<file path="src/rtl/mux_scan_ctrl.sv">
// Round-robin select sequencer for a 4:1 MUX: holds each enabled channel for a
// programmable dwell, samples the MUX output at the end of each dwell and emits 4-bit frames.
module mux_scan_ctrl #(
  parameter int DWELL_W = 8
) (
  input  logic               clk,
  input  logic               rst_n,
  input  logic               start,
  input  logic               cont,
  input  logic [3:0]         ch_mask,
  input  logic [DWELL_W-1:0] dwell,
  input  logic               Y,
  output logic               S1,
  output logic               S2,
  output logic [3:0]         frame,
  output logic               frame_valid,
  output logic               busy
);

  typedef enum logic {ST_IDLE, ST_SCAN} state_t;

  localparam logic [DWELL_W-1:0] c_one = DWELL_W'(1);

  state_t             r_state;
  state_t             w_state_next;
  logic [3:0]         r_mask;
  logic [DWELL_W-1:0] r_dwell;
  logic [DWELL_W-1:0] r_cnt;
  logic [1:0]         r_sel;
  logic [3:0]         r_buf;
  logic [3:0]         r_frame;
  logic               r_frame_valid;

  logic [DWELL_W-1:0] w_dwell_in;
  logic [2:0]         w_first_in;
  logic [2:0]         w_next_ch;
  logic               w_dwell_done;
  logic               w_frame_end;
  logic               w_start_go;
  logic [3:0]         w_buf_upd;

  // Returns {found, index} of the lowest set bit of m at or above position from.
  function automatic logic [2:0] first_at_or_above(input logic [3:0] m, input logic [2:0] from);
    logic [2:0] res;
    res = 3'b000;
    for (int k = 3; k >= 0; k--) begin
      if (m[k] && (k >= int'(from))) res = {1'b1, 2'(k)};
    end
    return res;
  endfunction

  assign w_dwell_in   = (dwell == '0) ? c_one : dwell;
  assign w_first_in   = first_at_or_above(ch_mask, 3'd0);
  assign w_next_ch    = first_at_or_above(r_mask, {1'b0, r_sel} + 3'd1);
  assign w_start_go   = (r_state == ST_IDLE) && start;
  assign w_dwell_done = (r_state == ST_SCAN) && (r_cnt <= c_one);
  assign w_frame_end  = w_dwell_done && !w_next_ch[2];
  assign w_buf_upd    = r_buf | ({3'b000, Y} << r_sel);

  always_ff @(posedge clk or negedge rst_n) begin
    if (!rst_n) begin
      r_state <= ST_IDLE;
    end else begin
      r_state <= w_state_next;
    end
  end

  always_comb begin
    w_state_next = r_state;
    case (r_state)
      ST_IDLE: begin
        if (start && (ch_mask != 4'b0000)) w_state_next = ST_SCAN;
      end
      ST_SCAN: begin
        if (w_frame_end) begin
          w_state_next = (cont && (ch_mask != 4'b0000)) ? ST_SCAN : ST_IDLE;
        end
      end
      default: w_state_next = ST_IDLE;
    endcase
  end

  always_ff @(posedge clk or negedge rst_n) begin
    if (!rst_n) begin
      r_mask        <= '0;
      r_dwell       <= '0;
      r_cnt         <= '0;
      r_sel         <= '0;
      r_buf         <= '0;
      r_frame       <= '0;
      r_frame_valid <= 1'b0;
    end else begin
      r_frame_valid <= 1'b0;
      if (w_start_go) begin
        r_mask  <= ch_mask;
        r_dwell <= w_dwell_in;
        r_cnt   <= w_dwell_in;
        r_sel   <= w_first_in[1:0];
        r_buf   <= '0;
        if (ch_mask == 4'b0000) begin
          r_frame       <= '0;
          r_frame_valid <= 1'b1;
        end
      end else if (r_state == ST_SCAN) begin
        if (w_dwell_done) begin
          if (w_next_ch[2]) begin
            r_buf <= w_buf_upd;
            r_sel <= w_next_ch[1:0];
            r_cnt <= r_dwell;
          end else begin
            r_frame       <= w_buf_upd & r_mask;
            r_frame_valid <= 1'b1;
            r_buf         <= '0;
            // Continuous mode picks up the live mask/dwell for the back-to-back frame.
            if (cont) begin
              r_mask  <= ch_mask;
              r_dwell <= w_dwell_in;
              r_cnt   <= w_dwell_in;
              r_sel   <= w_first_in[1:0];
            end
          end
        end else begin
          r_cnt <= r_cnt - c_one;
        end
      end
    end
  end

  assign {S1, S2}    = (r_state == ST_SCAN) ? r_sel : 2'b00;
  assign busy        = (r_state == ST_SCAN);
  assign frame       = r_frame;
  assign frame_valid = r_frame_valid;

endmodule

</file>
<file path="config.mk">
export PLATFORM = sky130hd
export DESIGN_NAME = mux_scan_ctrl
export DESIGN_NICKNAME = d
export VERILOG_FILES = /design/src/rtl/mux_scan_ctrl.sv
export SDC_FILE = /design/constraint.sdc
export NUM_CORES = 1
export LEC_CHECK = 0
export ABC_AREA = 1
export CAP_MARGIN = 20
export CORE_MARGIN = 4
export CORE_UTILIZATION = 30
export CTS_CLUSTER_SIZE = 12
export DETAILED_ROUTE_END_ITERATION = 12
export PLACE_DENSITY = 0.47
export SKIP_CTS_REPAIR_TIMING = 1
export SLEW_MARGIN = 25
export SYNTH_ARGS = -nofsm -noshare
export SYNTH_HDL_FRONTEND = slang
export SYNTH_SLANG_ARGS = --single-unit
</file>
<file path="constraint.sdc">
create_clock -name clk -period 2.55 [get_ports clk]
set_clock_uncertainty 0.05 [all_clocks]
set_input_delay 0.3825 -clock clk [delete_from_list [all_inputs] [get_ports clk]]
set_output_delay 0.3825 -clock clk [all_outputs]
set_load 0.005 [all_outputs]
</file>
==> impl_metrics.env, run 1 <==
export IMPL_status="finished clean"
export IMPL_crit_fanout=12
export IMPL_grt_first_pass_wirelength_um=9160
export IMPL_setup_tns_ps=0
export IMPL_ys_ff_latch=32
export IMPL_power_per_cell_area_nw_per_um2=1050
export IMPL_hp_class="in2async"
export IMPL_dr_pass1_iters=4
export IMPL_cap_viol_max_count=0
export IMPL_dieArea_sq_um=8250
export IMPL_cp_end_kind="flop"
export IMPL_drc_errors=0
export IMPL_syn_area_sq_um=2060
export IMPL_clock_path_buffers=2
export IMPL_yosys_area_share_simple_pct=37.5
export IMPL_antenna_cells=0
export IMPL_reg2reg_slack_ps=390
export IMPL_fill_cells=686
export IMPL_antenna_found_initial=0
export IMPL_postRouteAntennaNets=0
export IMPL_power_frac_comb_pct=45.4
export IMPL_clk_latency_ps=290
export IMPL_switchingPower_mw=1.10
export IMPL_finalCritPeriodShare_pct=84.9
export IMPL_io_buffer_count=24
export IMPL_htree_levels=2
export IMPL_leakagePower_nw=1.22
export IMPL_routed_wirelength_um=5240
export IMPL_cts_tree="yes"
export IMPL_clock_fmax_ghz=0.462
export IMPL_die_x_um=90.8
export IMPL_worst_pin_slew_ps=446
export IMPL_die_y_um=90.8
export IMPL_start_util_pct=31.7
export IMPL_hold_viol_final=0
export IMPL_yosysWarnings=0
export IMPL_drtIter0Drc=125
export IMPL_path_cells="inv_1 > ha_1 > inv_2 > nand2_1 > nand3_2 > nor2_4 > nand2_1 > nand2_2 > inv_1 > nand3_1 > nand2_1"
export IMPL_place_congestion=0.822
export IMPL_synth_area_mux_share_pct=0
export IMPL_cts_root_buf="clkbuf_8"
export IMPL_startpoint_type="flop"
export IMPL_ys_types=26
export IMPL_p_seq_share_pct=33.7
export IMPL_critical_path_top_delay_family="simple AND/OR/NAND/NOR gates"
export IMPL_area_delta_synth_final_pct=20.6
export IMPL_crit_path_max_incr_delay_ps=420
export IMPL_syn_inst=280
export IMPL_dp_hpwl_um=4000
export IMPL_cp_common_cell="nand2_1"
export IMPL_cp_required_ps=2670
export IMPL_synth_xor_area_share_pct=0.426
export IMPL_syn_area_per_cell_sq_um=7.35
export IMPL_reg2reg_from="r_cnt[0]$_DFFE_PN0P_"
export IMPL_grt_pass1_vias=1849
export IMPL_reg2reg_depth=11
export IMPL_grt_max_degree=33
export IMPL_rows=29
export IMPL_wl_per_cell_um=13.7
export IMPL_dr_total_vias=1795
export IMPL_drive_gt1_share_pct=17.0
export IMPL_final_net_count=324
export IMPL_internal_power_mw=1.51
export IMPL_p_sw_share_pct=42.2
export IMPL_cts_buffers=5
export IMPL_irDropWorstVdd_mv=0.289
export IMPL_vias_per_cell=4.69
export IMPL_finalMaxSlewViolations=0
export IMPL_coreArea_sq_um=6490
export IMPL_clk_pin_slew_ps=70
export IMPL_synthAdderAreaFrac_pct=1.22
export IMPL_path_class="reg2reg"
export IMPL_p_clk_share_pct=20.9
export IMPL_synth_seq_area_share_pct=38.9
export IMPL_grt_use_total_pct=13.7
export IMPL_io_pins=25
export IMPL_rsz0062_at_grt="no"
export IMPL_crit_slowest_cell="dfrtp_1"
export IMPL_synth_compound_area_share_pct=11.6
export IMPL_syn_nets=299
export IMPL_grt_overflow=0
export IMPL_finalCriticalPeriod_ps=2160
export IMPL_final_util_pct=38.2
export IMPL_synth_top_family_by_area="simple AND/OR/NAND/NOR gates"
export IMPL_slew_headroom_pct=70.2
export IMPL_r2r_end="r_cnt[3]$_DFFE_PN0P_"
export IMPL_setup_violations=0
export IMPL_crit_buf_inv=3
export IMPL_clock_sinks=32
export IMPL_arrival_ps=2290
-- registers in the layout (all words and copies together), names as in the netlist --
| signal | flops |
|---|---|
| r_buf | 4 |
| r_mask | 4 |
| r_sel | 2 |
| frame_valid | 1 |
| r_cnt | 8 |
| r_dwell | 8 |
| busy | 1 |
| frame | 4 |
-- cells by family after synthesis --
kind of cell	Yosys count
adder cells (fa/ha/maj)	2
XOR/XNOR	1
AND/OR/NAND/NOR	158
buffers and inverters	50
flip-flops	32
AO/OA/AOI/OAI	37
-- Yosys cell counts, drive strengths merged --
cell / n / share of area, %
a21oi: 3 / 0.73
nand2: 93 / 20
ha: 2 / 1.2
o31ai: 1 / 0.37
nand4: 8 / 2.4
o21ai: 31 / 9.7
nor2: 20 / 5.2
o211ai: 1 / 0.37
clkbuf: 1 / 0.18
buf: 7 / 2.6
nand3: 37 / 9.7
xnor2: 1 / 0.43
o21bai: 1 / 0.37
inv: 42 / 7.7
dfrtp: 32 / 39
-- metal layers --
layer  routed length (um)  global-route usage (%)
met5                    0                       0
met2                 2130                    19.9
met3                  211                    3.00
met4                   77                    4.52
met1                 2820                    20.1
-- power by group through the flow --
stage | logic (mW) | registers (mW) | clock network [mW]
6_report | 1.18 | 0.878 | 0.544
5_1_grt | 1.36 | 0.912 | 0.579
4_1_cts | 1.19 | 0.879 | 0.554
3_5_place_dp | 1.18 | 0.887 | 0
3_3_place_gp | 1.19 | 0.883 | 0
2_1_floorplan | 0.925 | 0.841 | 0
-- how the worst max path moves through the flow --
stage / endpoint / cells past startpoint / startpoint
floorplan: r_dwell[4]$_DFFE_PN0P_ / 12 / r_cnt[0]$_DFFE_PN0P_
global placement: r_cnt[6]$_DFFE_PN0P_ / 11 / r_cnt[0]$_DFFE_PN0P_
detailed placement: r_cnt[2]$_DFFE_PN0P_ / 11 / r_cnt[0]$_DFFE_PN0P_
CTS: r_cnt[2]$_DFFE_PN0P_ / 11 / r_cnt[0]$_DFFE_PN0P_
global route: r_cnt[3]$_DFFE_PN0P_ / 11 / r_cnt[0]$_DFFE_PN0P_
finish: r_cnt[3]$_DFFE_PN0P_ / 11 / r_cnt[0]$_DFFE_PN0P_
-- cell type report --
cell class	count	area, sq um	area share [%]
sequential	32	801	32.3
inverter	42	158	6.35
clock inverter	1	30.0	1.21
timing repair buffer	26	255	10.3
clock buffer	7	96.3	3.88
tap	77	96.3	3.88
multi-input combinational	198	1040	42.1
-- through the flow --
stage / total power [mW] / worst slack [ps] / instance area (sq um) / instances / hold WS (ps)
after floorplan: 1.77 / 865 / 2060 / 280 / 36.9
after global placement: 2.07 / 382 / 2350 / 375 / 418
final: 2.61 / 386 / 2480 / 383 / 437
after detailed placement: 2.07 / 287 / 2350 / 375 / 418
after CTS: 2.62 / 277 / 2480 / 383 / 436
after global routing: 2.85 / 119 / 2480 / 383 / 460
-- layout by cell type, fill, tap and decap left out --
cell | netlist | routed
nor2_2 | 3 | 3
nand3_2 | 3 | 3
nand2_1 | 77 | 76
nand3_1 | 34 | 34
a21oi_1 | 3 | 3
nor2_4 | 1 | 1
inv_2 | 5 | 5
o21ai_2 | 12 | 12
bufinv_16 | 0 | 1
nand4_1 | 8 | 8
o21bai_1 | 1 | 1
clkdlybuf4s50_1 | 0 | 24
ha_1 | 2 | 2
inv_1 | 37 | 37
dfrtp_1 | 32 | 32
xnor2_1 | 1 | 1
nand2_4 | 5 | 5
o21ai_0 | 11 | 11
buf_4 | 2 | 2
clkbuf_8 | 0 | 7
nand2_2 | 11 | 12
o21ai_1 | 8 | 8
o211ai_1 | 1 | 1
o31ai_1 | 1 | 1
nor2_1 | 15 | 15
nor2_8 | 1 | 1
No activity file was read; power rests on OpenSTA's default activity.
==> inputs of run 2 (changes only) <==
Settings changed: PLACE_DENSITY 0.47 to 0.49.
Clock period 2.55 ns to 1.95 ns, I/O delays scaled along.
==> run 2 against run 1 <==
Compared with the run above:
- highest routed layer unchanged
- critical path depth grew 1
- register-to-register slack lost 230 ps
- core utilization grew 0.44 points
- clock power shrank 3%
==> impl_metrics.env, run 2 (synthesis gave the netlist of run 1 again) <==
export IMPL_finalCriticalPeriod_ps=1790
export IMPL_cts_buffers=5
export IMPL_place_area_sq_um=2400
export IMPL_grt_use_total_pct=12.9
export IMPL_path_class="reg2reg"
export IMPL_multiInputGateArea_sq_um=1060
export IMPL_p_seq_share_pct=34.6
export IMPL_io_pins=25
export IMPL_internal_power_mw=1.85
export IMPL_clk_pin_slew_ps=70
export IMPL_dp_hpwl_um=3830
export IMPL_arrival_ps=1920
export IMPL_cp_required_ps=2080
export IMPL_switchingPower_mw=1.45
export IMPL_die_y_um=90.8
export IMPL_antenna_found_initial=0
export IMPL_place_congestion=0.841
export IMPL_rows=29
export IMPL_cp_end_kind="flop"
export IMPL_final_cell_mix="74 x nand2_1, 37 x inv_1, 34 x nand3_1, 32 x dfrtp_1, 24 x clkdlybuf4s50_1"
export IMPL_fin_ws_ps=161
export IMPL_layout_commonest_cell="nand2_1"
export IMPL_fill_cells=683
export IMPL_grt_pass1_vias=1725
export IMPL_pre_cts_ws_ps=-14.8
export IMPL_path_cells="inv_1 > ha_1 > inv_2 > nand2_1 > nand3_2 > nor2_4 > nand2_1 > nand2_2 > buf_4 > nor2_1 > nand2_1 > nand2_1"
export IMPL_reg2reg_slack_ps=160
export IMPL_dieArea_sq_um=8250
export IMPL_grt_overflow=0
export IMPL_slew_headroom_pct=71.8
export IMPL_routed_wirelength_um=4880
export IMPL_power_per_cell_area_nw_per_um2=1310
export IMPL_start_util_pct=31.7
export IMPL_final_net_count=330
export IMPL_final_cells=389
export IMPL_die_x_um=90.8
export IMPL_drc_errors=0
export IMPL_finalPower_mw=3.30
export IMPL_crit_path_max_incr_delay_ps=420
export IMPL_drive_gt1_share_pct=19.6
export IMPL_coreArea_sq_um=6490
export IMPL_p_sw_share_pct=43.9
export IMPL_drtIter0Drc=116
export IMPL_clock_sinks=32
export IMPL_hp_class="in2async"
export IMPL_cp_common_cell="nand2_1"
export IMPL_status="finished clean"
export IMPL_rsz0062_at_grt="yes"
export IMPL_finalCritPeriodShare_pct=91.8
export IMPL_top_regs="r_cnt (8), r_dwell (8)"
export IMPL_crit_fanout=6
export IMPL_antenna_cells=0
export IMPL_cts_tree="yes"
export IMPL_dr_pass1_iters=4
export IMPL_setup_violations=0
export IMPL_post_place_cells=381
export IMPL_startpoint_type="flop"
export IMPL_wl_per_cell_um=12.5
export IMPL_dr_total_vias=1825
export IMPL_p_clk_share_pct=16.0
export IMPL_clk_latency_ps=280
export IMPL_postRouteAntennaNets=0
export IMPL_clock_fmax_ghz=0.559
export IMPL_hold_viol_final=0
export IMPL_grt_max_degree=33
export IMPL_regArea_sq_um=801
export IMPL_finalMaxSlewViolations=0
export IMPL_vias_per_cell=4.69
export IMPL_io_buffer_count=24
export IMPL_final_area_sq_um=2510
export IMPL_leakagePower_nw=1.23
export IMPL_area_delta_synth_final_pct=22.0
export IMPL_irDropWorstVdd_mv=0.358
export IMPL_cts_root_buf="clkbuf_8"
export IMPL_grt_first_pass_wirelength_um=8590
export IMPL_clock_path_buffers=2
export IMPL_cap_viol_max_count=0
export IMPL_crit_slowest_cell="dfrtp_1"
export IMPL_power_frac_comb_pct=49.4
export IMPL_htree_levels=2
export IMPL_worst_pin_slew_ps=422
## run 2: final cells by class
type	count	share of cell area, %
Tap cell	77	3.84
Timing Repair Buffer	32	12.0
Inverter	42	6.28
Clock buffer	6	3.29
Clock inverter	2	0.399
Multi-Input combinational cell	198	42.3
Sequential cell	32	31.9
## run 2: critical path, delay by kind of cell (launching register included)
family	cells	cell delay (ps)
adder cells (fa/ha/maj)	1	190
buffers and inverters	3	320
AND/OR/NAND/NOR	8	710
flip-flops	1	420
## run 2: power groups by stage
stage / Clock (mW) / Sequential, mW / Combinational (mW)
floorplan: 0 / 1.10 / 1.21
CTS: 0.549 / 1.14 / 1.62
global placement: 0 / 1.15 / 1.62
global route: 0.574 / 1.19 / 1.89
detailed placement: 0 / 1.15 / 1.62
finish: 0.527 / 1.14 / 1.63
## run 2: path summary, 6_finish.rpt
kind                       depth (start not counted)                endpoint              startpoint
setup / recovery                                  12    r_cnt[5]$_DFFE_PN0P_    r_cnt[0]$_DFFE_PN0P_
hold / removal                                     2    frame[2]$_DFFE_PN0P_                   rst_n
setup reg to reg                                  12    r_cnt[5]$_DFFE_PN0P_    r_cnt[0]$_DFFE_PN0P_
hold reg to reg                                    2  r_dwell[1]$_DFFE_PN0P_  r_dwell[1]$_DFFE_PN0P_
max in group asynchronous                          2    r_cnt[5]$_DFFE_PN0P_                   rst_n
min in group clk                                   2  r_dwell[1]$_DFFE_PN0P_  r_dwell[1]$_DFFE_PN0P_
## run 2: metrics by stage
step / utilization [%] / hold slack (ps) / setup TNS (ps)
after floorplan: - / -53.1 / 0
after global placement: 36.9 / 417 / 0
after detailed placement: 36.9 / 419 / -20.1
after CTS: 38.3 / 364 / 0
after global routing: 38.6 / 398 / -3.55
final: 38.6 / 356 / 0
## run 2: metal layers
metal  global-route usage [%]  part of all wire (%)
met1                     19.5                    52
met2                     18.3                    41
met3                     2.17                   5.5
met4                     4.90                   1.6
met5                        0                     0
==> inputs of run 3 (changes only) <==
Settings changed: CTS_CLUSTER_SIZE 12 to 10, MAX_ROUTING_LAYER from default to met4.
==> run 3 against run 2 <==
Compared with the run above:
- sequential share of layout area unchanged
- die area unchanged
- register-to-register slack about the same
- count of clock-buffer cells in the layout unchanged
- sequential cell count unchanged
- hold slack worse by 4.4 ps
- worst setup slack better by 5.1 ps
- combinational power about the same
- largest power group unchanged
==> impl_metrics.env, run 3 (synthesis gave the netlist of run 1 again) <==
export IMPL_status="finished clean"
export IMPL_dp_hpwl_um=3830
export IMPL_finalCriticalPeriod_ps=1780
export IMPL_finalMaxSlewViolations=0
export IMPL_drc_errors=0
export IMPL_setup_violations=0
export IMPL_grt_max_degree=33
export IMPL_dr_pass1_iters=4
export IMPL_crit_slowest_cell="dfrtp_1"
export IMPL_final_area_sq_um=2510
export IMPL_grt_first_pass_wirelength_um=8590
export IMPL_arrival_ps=1910
export IMPL_irDropWorstVdd_mv=0.358
export IMPL_postRouteAntennaNets=0
export IMPL_drive_gt1_share_pct=19.6
export IMPL_clock_fmax_ghz=0.560
export IMPL_worst_pin_slew_ps=422
export IMPL_path_cells="inv_1 > ha_1 > inv_2 > nand2_1 > nand3_2 > nor2_4 > nand2_1 > nand2_2 > buf_4 > nor2_1 > nand2_1 > nand2_1"
export IMPL_crit_path_max_incr_delay_ps=420
export IMPL_finalPower_mw=3.30
export IMPL_power_per_cell_area_nw_per_um2=1310
export IMPL_reg2reg_depth=12
export IMPL_die_y_um=90.8
export IMPL_dieArea_sq_um=8250
export IMPL_grt_use_total_pct=13.3
export IMPL_place_area_sq_um=2400
export IMPL_top_regs="r_cnt (8), r_dwell (8)"
export IMPL_cp_required_ps=2080
export IMPL_slew_headroom_pct=71.9
export IMPL_final_cell_mix="74 x nand2_1, 37 x inv_1, 34 x nand3_1, 32 x dfrtp_1, 24 x clkdlybuf4s50_1"
export IMPL_crit_fanout=6
export IMPL_cts_tree="yes"
export IMPL_cp_end_kind="flop"
export IMPL_cts_buffers=5
export IMPL_cp_common_cell="nand2_1"
export IMPL_cap_viol_max_count=0
export IMPL_vias_per_cell=4.69
export IMPL_layout_commonest_cell="nand2_1"
export IMPL_wl_per_cell_um=12.5
export IMPL_hp_class="in2async"
export IMPL_routed_wirelength_um=4880
export IMPL_area_delta_synth_final_pct=22.0
export IMPL_leakagePower_nw=1.23
export IMPL_rsz0062_at_grt="yes"
export IMPL_startpoint_type="flop"
export IMPL_antenna_found_initial=0
export IMPL_clock_sinks=32
export IMPL_path_class="reg2reg"
export IMPL_cts_root_buf="clkbuf_8"
export IMPL_grt_overflow=0
export IMPL_coreArea_sq_um=6490
export IMPL_hold_viol_final=0
export IMPL_io_pins=25
export IMPL_setup_tns_ps=0
export IMPL_finalCritPeriodShare_pct=91.5
export IMPL_rows=29
export IMPL_fin_ws_ps=166
export IMPL_pre_cts_ws_ps=-14.8
export IMPL_grt_pass1_vias=1729
export IMPL_final_util_pct=38.6
export IMPL_htree_levels=2
export IMPL_clk_pin_slew_ps=70
export IMPL_final_net_count=330
export IMPL_clock_path_buffers=2
export IMPL_io_buffer_count=24
export IMPL_die_x_um=90.8
export IMPL_fill_cells=683
export IMPL_place_congestion=0.855
export IMPL_dr_total_vias=1825
export IMPL_drtIter0Drc=119
export IMPL_start_util_pct=31.7
export IMPL_clk_latency_ps=290
export IMPL_antenna_cells=0
run 3: cell counts in the layout (fill, tap and decap cells not counted):
Identical to the previous run, type by type.
run 3: final timing paths:
path                       slack [ps]                endpoint                    from
max in group asynchronous        1190    r_cnt[5]$_DFFE_PN0P_                   rst_n
setup / recovery                  170    r_cnt[5]$_DFFE_PN0P_    r_cnt[0]$_DFFE_PN0P_
setup reg to reg                  170    r_cnt[5]$_DFFE_PN0P_    r_cnt[0]$_DFFE_PN0P_
hold reg to reg                   440  r_dwell[1]$_DFFE_PN0P_  r_dwell[1]$_DFFE_PN0P_
min in group clk                  440  r_dwell[1]$_DFFE_PN0P_  r_dwell[1]$_DFFE_PN0P_
hold / removal                    350    frame[2]$_DFFE_PN0P_                   rst_n
run 3: worst max-delay path: cells and delay by family (launching register included):
kind	cells	cell delay (ps)
adders and majority gates	1	190
DFF	1	420
buffers and inverters	3	320
and+or+nand+nor	8	700
run 3: through the flow:
| stage | instances | hold slack, ps |
|---|---|---|
| after detailed placement | 381 | 419 |
| after global placement | 381 | 417 |
| final | 389 | 352 |
| after floorplan | 280 | -53.1 |
| after CTS | 389 | 364 |
| after global routing | 389 | 398 |
run 3: layout make-up:
type                       instances  area, sq um  area share (%)
multi-input combinational        198         1060            42.3
sequential                        32          801            31.9
timing repair buffer              32          300            12.0
inverter                          42          158            6.28
tap                               77         96.3            3.84
clock buffer                       6         82.6            3.29
clock inverter                     2         10.0           0.399
run 3: power breakdown:
part           internal (mW)  switching (mW)  total (mW)
Clock                  0.281           0.249       0.530
Combinational          0.657           0.971        1.63
Sequential             0.911           0.227        1.14
run 3: metal layers:
layer  track usage (%)  part of all wire [%]  vias up
li1                  -                     -      953
met1              19.5                    53      823
met2              18.3                    41       43
met3              2.08                   4.7        6
met4              4.90                   1.6        0
met5                 -                     0        -
